==> src/rtl/normalize_round.sv <==
// normalize_round: takes a raw significand sum, normalizes it one bit per
// cycle, rounds to nearest-even and packs {sign, exp, fraction}.
// The result is held in DONE until the consumer takes it.
module normalize_round #(
  parameter int E_WIDTH = 8,
  parameter int M_WIDTH = 23
) (
  input  logic                       clk,
  input  logic                       rst,
  input  logic                       in_valid,
  output logic                       in_ready,
  input  logic                       sign_in,
  input  logic [E_WIDTH-1:0]         exp_in,
  input  logic [M_WIDTH+4:0]         sum_in,
  output logic                       out_valid,
  input  logic                       out_ready,
  output logic [E_WIDTH+M_WIDTH:0]   result,
  output logic                       overflow,
  output logic                       zero
);

  localparam int SW = M_WIDTH + 5;
  localparam logic [E_WIDTH-1:0] EXP_MAX = '1;
  localparam logic [E_WIDTH-1:0] EXP_ONE = {{(E_WIDTH-1){1'b0}}, 1'b1};

  typedef enum logic [1:0] {IDLE, NORM, ROUND, DONE} state_t;

  state_t                    state_q, state_d;
  logic                      sign_q, sign_d;
  logic [E_WIDTH-1:0]        exp_q, exp_d;
  logic [SW-1:0]             sum_q, sum_d;
  logic [E_WIDTH+M_WIDTH:0]  result_q, result_d;
  logic                      overflow_q, overflow_d;
  logic                      zero_q, zero_d;

  logic                      round_up;
  logic [M_WIDTH+1:0]        mant_rnd;
  logic [E_WIDTH-1:0]        exp_rnd;
  logic [E_WIDTH-1:0]        exp_field;
  logic [M_WIDTH-1:0]        frac_rnd;
  logic                      hid_rnd;

  // Round-to-nearest-even on {hidden, fraction} using guard/round/sticky.
  always_comb begin
    round_up  = sum_q[2] & (sum_q[1] | sum_q[0] | sum_q[3]);
    mant_rnd  = {1'b0, sum_q[M_WIDTH+3:3]} + {{(M_WIDTH+1){1'b0}}, round_up};
    exp_rnd   = exp_q;
    frac_rnd  = mant_rnd[M_WIDTH-1:0];
    hid_rnd   = mant_rnd[M_WIDTH];
    if (mant_rnd[M_WIDTH+1]) begin
      // Fraction carry-out: significand becomes 1.000..., bump exponent.
      exp_rnd  = exp_q + EXP_ONE;
      frac_rnd = '0;
      hid_rnd  = 1'b1;
    end
    // A cleared hidden bit means a denormal, whose exponent field is 0.
    exp_field = hid_rnd ? exp_rnd : '0;
  end

  // Next-state logic and datapath updates for the four-state sequencer.
  always_comb begin
    state_d    = state_q;
    sign_d     = sign_q;
    exp_d      = exp_q;
    sum_d      = sum_q;
    result_d   = result_q;
    overflow_d = overflow_q;
    zero_d     = zero_q;
    case (state_q)
      IDLE: begin
        if (in_valid) begin
          sign_d  = sign_in;
          // Exponent 0 (denormal input) behaves as exponent 1 internally.
          exp_d   = (exp_in == '0) ? EXP_ONE : exp_in;
          sum_d   = sum_in;
          state_d = NORM;
        end
      end
      NORM: begin
        if (sum_q[SW-1]) begin
          // Carry out of the add: shift right, keep dropped bit in sticky.
          sum_d   = {1'b0, sum_q[SW-1:2], sum_q[1] | sum_q[0]};
          exp_d   = exp_q + EXP_ONE;
          state_d = ROUND;
        end else if (sum_q == '0) begin
          state_d = ROUND;
        end else if (sum_q[SW-2] || (exp_q == EXP_ONE)) begin
          state_d = ROUND;
        end else begin
          sum_d   = {sum_q[SW-2:0], 1'b0};
          exp_d   = exp_q - EXP_ONE;
        end
      end
      ROUND: begin
        state_d = DONE;
        if (sum_q == '0) begin
          result_d   = '0;
          overflow_d = 1'b0;
          zero_d     = 1'b1;
        end else if ((exp_q == EXP_MAX) || (exp_rnd == EXP_MAX)) begin
          result_d   = {sign_q, EXP_MAX, {M_WIDTH{1'b0}}};
          overflow_d = 1'b1;
          zero_d     = 1'b0;
        end else begin
          result_d   = {sign_q, exp_field, frac_rnd};
          overflow_d = 1'b0;
          zero_d     = 1'b0;
        end
      end
      DONE: begin
        if (out_ready) begin
          state_d = IDLE;
        end
      end
      default: state_d = IDLE;
    endcase
  end

  // State and datapath registers; reset abandons any operation in flight.
  always_ff @(posedge clk or posedge rst) begin
    if (rst) begin
      state_q    <= IDLE;
      sign_q     <= 1'b0;
      exp_q      <= '0;
      sum_q      <= '0;
      result_q   <= '0;
      overflow_q <= 1'b0;
      zero_q     <= 1'b0;
    end else begin
      state_q    <= state_d;
      sign_q     <= sign_d;
      exp_q      <= exp_d;
      sum_q      <= sum_d;
      result_q   <= result_d;
      overflow_q <= overflow_d;
      zero_q     <= zero_d;
    end
  end

  assign in_ready  = (state_q == IDLE);
  assign out_valid = (state_q == DONE);
  assign result    = result_q;
  assign overflow  = overflow_q;
  assign zero      = zero_q;

endmodule

==> config.mk <==
export PLATFORM = sky130hd
export DESIGN_NAME = normalize_round
export DESIGN_NICKNAME = d
export VERILOG_FILES = /design/src/rtl/normalize_round.sv
export SDC_FILE = /design/constraint.sdc
export NUM_CORES = 1
export LEC_CHECK = 0
export CAP_MARGIN = 20
export CORE_MARGIN = 5
export CORE_UTILIZATION = 40
export CTS_BUF_LIST = sky130_fd_sc_hd__clkbuf_8
export CTS_CLUSTER_SIZE = 28
export DETAILED_ROUTE_END_ITERATION = 6
export HOLD_SLACK_MARGIN = 0.05
export SLEW_MARGIN = 15
export SYNTH_ARGS = -nofsm -noshare
export SYNTH_HDL_FRONTEND = slang
export SYNTH_SLANG_ARGS = --single-unit
==> constraint.sdc <==
create_clock -name clk -period 2.7 [get_ports clk]
set_clock_uncertainty 0.1 [all_clocks]
set_input_delay 0.54 -clock clk [delete_from_list [all_inputs] [get_ports clk]]
set_output_delay 0.54 -clock clk [all_outputs]
set_load 0.03 [all_outputs]
==> results by group <==
Synth
  – Adder-cell share of the synthesized area: 2.05%
  – Top flip-flop cell by instance count after synthesis: dfrtp_1
  – Mapped cell area: 0.00489 mm^2
  – Number of enable flip-flop cells after synthesis: 0
  – Share of cell area taken by muxes after synthesis: 1.79%
  – Most area-consuming cells after synthesis: dfrtp_1 (37%), a21oi_1 (6.8%), nand2_1 (6.0%), o32ai_2 (5.7%), nor2_1 (3.3%)
  – Count of warnings emitted by yosys: 0
  – Post-synthesis xor/xnor area fraction: 5.55%
  – Cells after Synth: 581
  – Fraction of synthesized cell area taken by the top area cell type: 37.4%
  – Async set-or-reset flop fraction in the synthesized netlist: 100%
  – Share of the yosys chip area belonging to registers: 37.4%
  – Simple-Gate Fraction of Synth Area: 20.6%
  – Complex-gate fraction of the synthesized area: 23.9%
  – Largest area contributor in the netlist: dfrtp_1
  – Syn Nets: 630
  – Synthesized area per cell: 8.42 um^2
  – Synthesis-stage register bit count: 73
  – Largest family of logic cells by synthesized area: compound AO/OA/AOI/OAI gates
  – Count of unique library cells instantiated by Yosys: 62

STA
  – Final count of negative-setup-slack endpoints: 0
  – Pins Over Slew Limit: 0
  – Tightest Pin Transition: 0.631 ns
  – Maximum clock rate: 394 MHz
  – Relative slew slack: 57.9%
  – Hold violation count in the final report: 0
  – Setup repair after global routing missed its margin: no
  – Worst Slack Setup Final: 0.163 ns
  – Minimum period implied by the final worst setup slack: 2.54 ns
  – Final worst-path cycle share: 93.9%
  – TNS Setup: 0 ns

Floorplanning
  – Die Y-Extent: 121 um
  – Die area: 0.0145 mm^2
  – Core Rows: 40
  – Horizontal extent of the die: 121 um
  – Count of pins on the block boundary: 77
  – Initial Utilization: 40.7%
  – Placeable core region: 0.0120 mm^2

Global route
  – Gr ovfl total: 0
  – Overall track demand over capacity in global routing: 18.7%
  – Number of global-route vias before repair: 4278
  – GR Layer Usage met3: 3.55%
  – Global-route wire length before repair: 21.7 mm
  – Met1 track utilization from global routing: 27.4%
  – Top Usage Layer GRT: met1
  – Initial antenna violation count: 0
  – Met2 Track Usage GR: 26.6%
  – Pin count of the biggest net entering global routing: 53

Finish
  – Layout net count: 686
  – Sequential cell area: 0.00183 mm^2
  – Area of combinational cells with multiple inputs: 0.00264 mm^2
  – Diodes inserted: 0
  – Commonest non-fill, non-tap cell in the layout: nand2_1
  – Growth of design area from synthesis to finish: 22.7%
  – Proportion of layout cells with a drive suffix above 1: 12.5%
  – Fill cell total of the finished layout: 1176
  – Count of non-filler cells in the finished layout: 789
  – Highest-count cells in the layout ignoring fill and taps: nand2_1 (78), clkdlybuf4s50_1 (76), dfrtp_1 (73)

Clock network
  – Number of buffers inserted for hold repair after clock tree synthesis: 0
  – H-tree depth: 3
  – Number of clock sinks: 73
  – Later-pin clock latency in the skew report: 0.36 ns
  – Root cell of the clock tree: clkbuf_8
  – Max Buffers Root-to-Sink: 2
  – Post-CTS setup buffers: 0
  – Clock input transition at the sequential cells of the worst setup and hold paths: 0.07 ns
  – Post_cts resized: 0
  – TritonCTS clock tree: yes
  – Number of buffers created by CTS: 9

Routing
  – Vias after detailed routing: 4335
  – Vias per cell: 5.49
  – Violation count after the first detailed-route iteration: 298
  – Number of detailed-routing iterations run before antenna repair: 5
  – Number of antenna-violating nets in the routed design: 0
  – Total wire length: 12.9 mm
  – Number of DRC violations after detailed routing: 0
  – Routed len/inst: 16.3 um

Outcome
  – Result of the run: completed

Placement
  – Setup slack at placement: 0.169 ns
  – PortBufs: 76
  – Number of cells after detailed placement: 773
  – Half-perimeter wire length after placement: 9.62 mm
  – Gpl congestion: 0.918

Critical path
  – Type of element capturing the critical path: register
  – Crit path required time: 2.86 ns
  – Category of the most critical setup path: reg -> reg
  – Maximum net fanout on the critical path: 23
  – Worst Reg2Reg Path Length in Cells: 8
  – Worst EP arrival: 2.69 ns
  – Category of the worst setup path launch point: register

Power
  – Total power per unit cell area: 1240 mW/mm^2
  – Peak ir drop on the vdd network: 0.705 mV
  – Leakage Power: 2.38 nW
  – Total chip power: 7.45 mW

Hold path
  – Worst min-delay path category: in -> async

Job
  – Number of max-cap violations: 0
worst paths after layout:
check,start,endpoint,slack [ns]
max,sum_q[4]$_DFFE_PP0P_,result[17]$_DFFE_PP0P_,0.16
min,rst,result[31]$_DFFE_PP0P_,0.37
max reg2reg,sum_q[4]$_DFFE_PP0P_,result[17]$_DFFE_PP0P_,0.16
min reg2reg,result[26]$_DFFE_PP0P_,result[26]$_DFFE_PP0P_,0.41
max in group asynchronous,rst,sum_q[19]$_DFFE_PP0P_,1.40
min in group clk,result[26]$_DFFE_PP0P_,result[26]$_DFFE_PP0P_,0.41
cell families (layout without fill, tap and decap cells):
logic type,Yosys count,after routing
simple gates,201,201
compound gates,162,162
buf+inv,98,159
flops,73,73
xor+xnor,31,31
fa+ha+maj,8,8
mux,8,8
synthesized netlist by cell type (3+ instances only):
cell type  instances
a21oi_1           66
and3_1             3
buf_2             26
clkbuf_1          24
clkbuf_2           3
dfrtp_1           73
ha_1               8
inv_1             39
mux2_2             3
mux2i_1            4
nand2_1           78
nand2b_1          13
nand3_1           15
nand4_1           11
nor2_1            43
nor2b_1            5
nor3_1             4
nor4_1            11
o21ai_0           30
o221ai_1           9
o22ai_1           12
o32ai_1            4
o32ai_2           17
xnor2_1           17
xor2_1            14
area by class of cell:
class	instances	area share, %
clock buffers	13	2.98
multi-input cells	410	44.0
clock inverters	3	0.250
flip-flops and latches	73	30.4
well taps	147	3.06
repair buffers	104	16.8
inverters	39	2.44
layer usage:
| metal | vias to the layer above | part of all wire [%] |
|---|---|---|
| met4 | 0 | 2.2 |
| met5 | - | 0 |
| met2 | 134 | 44 |
| li1 | 2148 | - |
| met3 | 19 | 5.2 |
| met1 | 2034 | 48 |
worst max-delay path, stage by stage, from the launching register on:
cell,delay [ns]
dfrtp_1,0.44
ha_1,0.23
nand3_2,0.19
nor2_2,0.19
and4b_1,0.34
mux2i_2,0.35
a2bb2oi_4,0.10
buf_12,0.17
o32ai_1,0.29
state kept, by name, indices dropped and copies added, names as in the netlist:
| register | cells |
|---|---|
| exp_q | 8 |
| overflow | 1 |
| result | 32 |
| sign_q | 1 |
| state_q | 2 |
| sum_q | 28 |
| zero | 1 |
where the power goes:
group | total (mW) | switching (mW) | leakage [nW] | internal (mW)
sequential | 2.25 | 0.643 | 0.910 | 1.61
clock | 0.837 | 0.409 | 0.104 | 0.428
combinational | 4.36 | 2.53 | 1.37 | 1.83
stage by stage:
stage	hold WS, ns	util [%]	area, um^2
after detailed placement	0.392	48.4	5810
final	0.367	50.0	6000
after CTS	0.362	50.0	6000
after global placement	0.391	48.4	5810
after floorplan	0.379	-	4890
after global routing	0.395	50.0	6000
No activity file was read; power rests on OpenSTA's default activity.
